## src/rtl/cap_pkg.sv

```systemverilog
// Shared state type and trigger-mode encodings for the capture controller.
package cap_pkg;

  typedef enum logic [2:0] {
    IDLE,
    PRE,
    POST,
    DONE,
    DUMP
  } cap_state_t;

  localparam logic [1:0]  TRIG_OFF  = 2'b00;
  localparam logic [1:0]  TRIG_NORM = 2'b01;
  localparam int unsigned TRIG_AUTO = 1;

endpackage

```

## src/rtl/cap_decim.sv

```systemverilog
// Sample-strobe decimator: passes one strobe in every 2^dec_pwr as keep.
module cap_decim
  import cap_pkg::*;
#(
  parameter int unsigned DEC_W = 4
) (
  input  logic             clk,
  input  logic             rst_n,
  input  logic             smpl_en,
  input  logic [DEC_W-1:0] dec_pwr,
  input  logic             clr,
  output logic             keep
);

  localparam int unsigned CNT_W = 2 ** DEC_W;

  logic [CNT_W-1:0] dec_cnt_q, dec_cnt_d;
  logic [CNT_W-1:0] reload;

  always_comb begin
    reload    = (CNT_W'(1) << dec_pwr) - CNT_W'(1);
    keep      = smpl_en && (dec_cnt_q == '0);
    dec_cnt_d = dec_cnt_q;
    if (clr) begin
      dec_cnt_d = '0;
    end else if (keep) begin
      dec_cnt_d = reload;
    end else if (smpl_en) begin
      dec_cnt_d = dec_cnt_q - CNT_W'(1);
    end
  end

  always_ff @(posedge clk or negedge rst_n) begin
    if (!rst_n) begin
      dec_cnt_q <= '0;
    end else begin
      dec_cnt_q <= dec_cnt_d;
    end
  end

endmodule

```

## src/rtl/capture_ctrl_p.sv

```systemverilog
// Capture controller: circular sample-RAM writer with pre/post trigger and dump readout.
// Optional build macro CAP_AUTO_TIMEOUT_EN adds a scope-style auto trigger timeout.
module capture_ctrl_p
  import cap_pkg::*;
#(
  parameter int unsigned ADDR_W = 9,
  parameter int unsigned DEC_W  = 4,
  parameter int unsigned TO_W   = 16
) (
  input  logic              clk,
  input  logic              rst_n,
  input  logic              smpl_en,
  input  logic              trigger,
  input  logic [1:0]        trig_type,
  input  logic [ADDR_W-1:0] trig_pos,
  input  logic [DEC_W-1:0]  dec_pwr,
  input  logic              capture_done,
  output logic              set_capture_done,
  output logic              armed,
  output logic              busy,
  output logic [ADDR_W-1:0] trig_addr,
  output logic              ram_en,
  output logic              ram_we,
  output logic [ADDR_W-1:0] ram_addr,
  input  logic              start_dump,
  input  logic              dump_rdy,
  output logic              send_dump,
  output logic              dump_finished
);

  localparam logic [ADDR_W-1:0] ONE = ADDR_W'(1);

  cap_state_t state_q, state_d;

  logic [ADDR_W-1:0] wr_ptr_q, wr_ptr_d;
  logic [ADDR_W-1:0] rd_ptr_q, rd_ptr_d;
  logic [ADDR_W-1:0] pre_cnt_q, pre_cnt_d;
  logic [ADDR_W-1:0] post_cnt_q, post_cnt_d;
  logic [ADDR_W-1:0] trig_addr_q, trig_addr_d;
  logic [ADDR_W-1:0] trace_end_q, trace_end_d;
  logic [ADDR_W-1:0] beats_q, beats_d;
  logic              armed_q, armed_d;
  logic              send_dump_q, send_dump_d;
  logic              dump_fin_q, dump_fin_d;

  logic              keep;
  logic              decim_clr;
  logic              trig_off;
  logic              fire;
  logic              timeout_hit;
  logic [ADDR_W-1:0] arm_thr;
  logic [ADDR_W-1:0] post_nxt;

  cap_decim #(
    .DEC_W(DEC_W)
  ) u_decim (
    .clk    (clk),
    .rst_n  (rst_n),
    .smpl_en(smpl_en),
    .dec_pwr(dec_pwr),
    .clr    (decim_clr),
    .keep   (keep)
  );

`ifdef CAP_AUTO_TIMEOUT_EN
  logic [TO_W-1:0] to_cnt_q, to_cnt_d;

  always_ff @(posedge clk or negedge rst_n) begin
    if (!rst_n) begin
      to_cnt_q <= '0;
    end else begin
      to_cnt_q <= to_cnt_d;
    end
  end

  assign timeout_hit = (trig_type == TRIG_NORM) && (to_cnt_q == '1);
`else
  assign timeout_hit = 1'b0;
`endif

  always_comb begin
    state_d          = state_q;
    wr_ptr_d         = wr_ptr_q;
    rd_ptr_d         = rd_ptr_q;
    pre_cnt_d        = pre_cnt_q;
    post_cnt_d       = post_cnt_q;
    trig_addr_d      = trig_addr_q;
    trace_end_d      = trace_end_q;
    beats_d          = beats_q;
    armed_d          = armed_q;
    send_dump_d      = 1'b0;
    dump_fin_d       = 1'b0;
    ram_en           = 1'b0;
    ram_we           = 1'b0;
    ram_addr         = wr_ptr_q;
    set_capture_done = 1'b0;
`ifdef CAP_AUTO_TIMEOUT_EN
    to_cnt_d         = to_cnt_q;
`endif

    decim_clr = (state_q == IDLE);
    trig_off  = (trig_type == TRIG_OFF);
    fire      = armed_q && (trigger || trig_type[TRIG_AUTO] || timeout_hit);
    // trig_pos is ADDR_W wide, so it never exceeds DEPTH-1 and needs no clamp
    arm_thr   = '1 - trig_pos;
    post_nxt  = post_cnt_q + ONE;

    unique case (state_q)
      IDLE: begin
        pre_cnt_d  = '0;
        post_cnt_d = '0;
        armed_d    = 1'b0;
`ifdef CAP_AUTO_TIMEOUT_EN
        to_cnt_d   = '0;
`endif
        if (!trig_off && !capture_done) begin
          state_d = PRE;
        end
      end

      PRE: begin
        if (trig_off) begin
          state_d = IDLE;
          armed_d = 1'b0;
        end else begin
          if (pre_cnt_q >= arm_thr) begin
            armed_d = 1'b1;
          end
          if (keep) begin
            ram_en   = 1'b1;
            ram_we   = 1'b1;
            wr_ptr_d = wr_ptr_q + ONE;
            if (fire) begin
              trig_addr_d = wr_ptr_q;
              post_cnt_d  = '0;
              state_d     = POST;
            end else begin
              if (pre_cnt_q != '1) begin
                pre_cnt_d = pre_cnt_q + ONE;
              end
`ifdef CAP_AUTO_TIMEOUT_EN
              if (armed_q && (trig_type == TRIG_NORM)) begin
                to_cnt_d = to_cnt_q + TO_W'(1);
              end
`endif
            end
          end
        end
      end

      POST: begin
        if (trig_off) begin
          state_d = IDLE;
          armed_d = 1'b0;
        end else if (trig_pos == '0) begin
          // Trigger sample alone closes the trace; no extra post write
          state_d          = DONE;
          set_capture_done = 1'b1;
          trace_end_d      = trig_addr_q;
          armed_d          = 1'b0;
        end else if (keep) begin
          ram_en     = 1'b1;
          ram_we     = 1'b1;
          wr_ptr_d   = wr_ptr_q + ONE;
          post_cnt_d = post_nxt;
          if (post_nxt == trig_pos) begin
            state_d          = DONE;
            set_capture_done = 1'b1;
            trace_end_d      = wr_ptr_q;
            armed_d          = 1'b0;
          end
        end
      end

      DONE: begin
        if (!capture_done) begin
          state_d = IDLE;
        end else if (start_dump) begin
          state_d  = DUMP;
          rd_ptr_d = trace_end_q + ONE;
          beats_d  = '0;
        end
      end

      DUMP: begin
        if (dump_rdy) begin
          ram_en      = 1'b1;
          ram_addr    = rd_ptr_q;
          send_dump_d = 1'b1;
          rd_ptr_d    = rd_ptr_q + ONE;
          beats_d     = beats_q + ONE;
          if (beats_q == '1) begin
            state_d    = DONE;
            dump_fin_d = 1'b1;
          end
        end
      end

      default: begin
        state_d = IDLE;
      end
    endcase
  end

  always_ff @(posedge clk or negedge rst_n) begin
    if (!rst_n) begin
      state_q     <= IDLE;
      wr_ptr_q    <= '0;
      rd_ptr_q    <= '0;
      pre_cnt_q   <= '0;
      post_cnt_q  <= '0;
      trig_addr_q <= '0;
      trace_end_q <= '0;
      beats_q     <= '0;
      armed_q     <= 1'b0;
      send_dump_q <= 1'b0;
      dump_fin_q  <= 1'b0;
    end else begin
      state_q     <= state_d;
      wr_ptr_q    <= wr_ptr_d;
      rd_ptr_q    <= rd_ptr_d;
      pre_cnt_q   <= pre_cnt_d;
      post_cnt_q  <= post_cnt_d;
      trig_addr_q <= trig_addr_d;
      trace_end_q <= trace_end_d;
      beats_q     <= beats_d;
      armed_q     <= armed_d;
      send_dump_q <= send_dump_d;
      dump_fin_q  <= dump_fin_d;
    end
  end

  assign armed         = armed_q;
  assign busy          = (state_q != IDLE);
  assign trig_addr     = trig_addr_q;
  assign send_dump     = send_dump_q;
  assign dump_finished = dump_fin_q;

endmodule
```

## config.mk

```make
export PLATFORM = sky130hd
export DESIGN_NAME = capture_ctrl_p
export DESIGN_NICKNAME = d
export VERILOG_FILES = /design/src/rtl/cap_pkg.sv /design/src/rtl/cap_decim.sv /design/src/rtl/capture_ctrl_p.sv
export SDC_FILE = /design/constraint.sdc
export NUM_CORES = 1
export LEC_CHECK = 0
export ABC_AREA = 1
export BUFFER_PORTS_ARGS = -buffer_cell sky130_fd_sc_hd__clkbuf_2
export CELL_PAD_IN_SITES_DETAIL_PLACEMENT = 1
export CELL_PAD_IN_SITES_GLOBAL_PLACEMENT = 1
export CORE_ASPECT_RATIO = 2
export CORE_MARGIN = 10
export CORE_UTILIZATION = 40
export DETAILED_ROUTE_END_ITERATION = 8
export PLACE_DENSITY_LB_ADDON = 0.1
export SYNTH_ARGS = -nofsm -noshare
export SYNTH_HDL_FRONTEND = slang
export SYNTH_SLANG_ARGS = --single-unit
```

## constraint.sdc

```tcl
create_clock -name clk -period 2.2 [get_ports clk]
set_clock_uncertainty 0.05 [all_clocks]
set_input_delay 0.44 -clock clk [delete_from_list [all_inputs] [get_ports clk]]
set_output_delay 0.44 -clock clk [all_outputs]
set_load 0.05 [all_outputs]
```

==> run metrics <==
post-synthesis cell type count=49; area post-placement=0.00678 mm²; Horiz. Die Dim=104 µm; Worst Hold Class=in -> async; Final min period=2.60 ns; final hold vios=0; Cell Pwr Density=1210 mW/mm²; Yosys top cell area share=37.3%; Longest Clk Path Bufs=2; Die Footprint=0.0197 mm²; WL/cell=between 20 and 25 µm; CP Launch Type=flop; total core area=0.0140 mm²; Std-Cell Rows=61; first-pass GRT wire length=34000 µm; Setup WS post-layout=-0.398 ns; CTS Buf Count=9; ys async rst share=100%; GRT Residual Overflow=0; DR DRC count=0; failing checks=negative setup slack; Pleak=3.91 nW; Via density=5.42; worst flop-to-flop path startpoint=state_q[1]; Synth area leader=dfrtp_1; Post-synth EDFFs=0; Reg2Reg Setup Slack=-0.12 ns; largest net degree at the start of global routing=38; Post-Syn Nets=810; Yosys warning count=0; post-route clock period utilization=118%; DRT Pass-1 Iters=4; number of routed nets with antenna violations=0; Die H=189 µm; vias=around 6000; outcome=finished with violations; Achievable Freq=0.385 GHz; peak supply drop=0.000929 V; reg2reg end=rd_ptr_q[2]; CP Max Fanout=4; # setup viols final=16; number of global-route vias before repair=between 6000 and 7000; Ant. Diodes=0; CTS clk-pin slew, worst paths=approximately 0.060 ns; clock root buffer=clkbuf_16; critical path arrival=2.11 ns; Final GP Congestion=~0.9; synthesized instance count=769; initial antenna violation count=0; DP Wirelength=15200 µm; pre-CTS WS=-0.167 ns; Area growth, synth to finish=39.1%; Starting Density=40.8%; Sink Count=85; Post-synth top cells=nand2_1, inv_1, dfrtp_1, nand3_1, nor2_1; Syn Std Cell Area=about 0.0057 mm²; Seq cells post-synth=85; Final Max Slew Viols=0; Avg Cell Area, Syn=7.41 µm²; post-route cell area=0.00793 mm²; I/O pins=47; GR Util All Layers=21.4%; clk_lat worst skew=0.36 ns; Worst Max-Slew Pin Slew=about 0.55 ns; Worst EP required=between 1.5 and 2 ns; critical path class=reg -> out; RSZ-0062 raised after global routing=true; Total Wirelength=around 22000 µm; endpoint class of the critical path=output pin; PortBufs=46; H-tree Lvls=3; Main synth FF type=dfrtp_1; final-layout fill cell count=1735; CTS hold repair buffers=0; dominant cells by area after synthesis=dfrtp_1, nand2_1, inv_1, nand3_1, o21ai_0; top-count cell post-synth=nand2_1; Initial DRC Count=230; CTS tree=built; Finished Core Util=approximately 57%; worst-case reg-to-reg path depth=12; Max-cap violations=0; share of layout cells above drive strength 1=32.1%; Worst slew margin=between 60% and 70%; Final nets=950; sequential-to-total area share from yosys stat=a little under two fifths
power by group:
| part | internal (mW) | switching [mW] | leakage, nW |
|---|---|---|---|
| combinational | 2.04 | 3.39 | 2.63 |
| clock | 1.06 | 0.702 | 0.156 |
| sequential | 1.97 | 0.434 | 1.12 |
| total | 5.07 | 4.53 | 3.91 |
timing repair:
action                     4_1_cts  5_1_grt
cloned                           3        0
setup endpoints to repair       14       44
pin swaps                       23       29
buffers inserted                21       15
gates resized for setup         64       65
routing by layer:
layer  up-vias  GRT usage [%]  wire (µm)
met5         -              0          0
met4         0           11.5       1090
met3        68           3.83        644
met2       128           42.3      12700
met1      3008           19.8       7700
li1       2772              -          -
worst max-delay path by stage:
stage / endpoint / startpoint / cells after the start
after floorplan: ram_addr[2] / state_q[1] / 7
after global placement: set_capture_done / post_cnt_q[0] / 13
after detailed placement: set_capture_done / post_cnt_q[1] / 14
after CTS: set_capture_done / post_cnt_q[0] / 13
after global routing: set_capture_done / post_cnt_q[0] / 13
final: set_capture_done / post_cnt_q[0] / 13
logic make-up after synthesis:
family	after synthesis	share of synthesized area [%]
compound gates	126	12.8
xor+xnor	32	4.92
fa+ha+maj	19	4.17
buf+inv	113	8.08
flops	85	37.3
mux	1	0.176
simple gates	393	32.5
stage by stage:
stage	power, mW	hold WS [ns]	setup TNS, ns	instances
finish	9.60	0.000450	-1.51	1103
global route	10.2	0.0473	-3.04	1103
CTS	9.18	0.0346	-0.755	1092
detailed placement	6.97	0.407	-0.189	1052
global placement	6.78	0.405	-0.117	1052
floorplan	5.25	0.0944	-0.446	769
cells in the final DEF, fill, tap and decap left out, drive strengths merged, types with 3 or more instances in the layout:
| cell type | Yosys | routed |
|---|---|---|
| ha | 19 | 19 |
| a21oi | 17 | 17 |
| nand3b | 4 | 4 |
| o22ai | 3 | 3 |
| nor3 | 19 | 19 |
| nand3 | 61 | 61 |
| buf | 8 | 107 |
| xor2 | 28 | 28 |
| nand4 | 12 | 12 |
| o21ai | 91 | 91 |
| xnor2 | 4 | 4 |
| or2 | 7 | 7 |
| nand2 | 221 | 221 |
| dfrtp | 85 | 85 |
| clkbuf | 4 | 47 |
| nor2 | 66 | 66 |
| o211ai | 4 | 4 |
| inv | 99 | 98 |
area by class of cell:
type	instances	area, µm²	area share, %
clock buffers	13	260	3.28
clock inverters	3	67.6	0.852
inverters	101	400	5.05
multi-input cells	571	3560	44.9
flip-flops and latches	85	2130	26.9
well taps	189	236	2.98
repair buffers	141	1270	16.1
state kept, by name (all words and copies together), names as in the netlist, 9 cells and up:
| register | flops |
|---|---|
| beats_q | 9 |
| wr_ptr_q | 9 |
| post_cnt_q | 9 |
| trace_end_q | 9 |
| pre_cnt_q | 9 |
| u_decim.dec_cnt_q | 16 |
| rd_ptr_q | 9 |
| trig_addr | 9 |
worst max-delay path, stage by stage (launching register included):
cell,delay [ns]
dfrtp_2,0.44
ha_4,0.29
xnor2_2,0.10
nand2_1,0.06
nor2_1,0.10
nand2_1,0.08
inv_1,0.06
nand2_1,0.05
nor2_2,0.11
nand3_2,0.10
nand2_4,0.10
nand2_4,0.06
clkinvlp_4,0.08
buf_12,0.13
(Power assumes the default switching activity.)
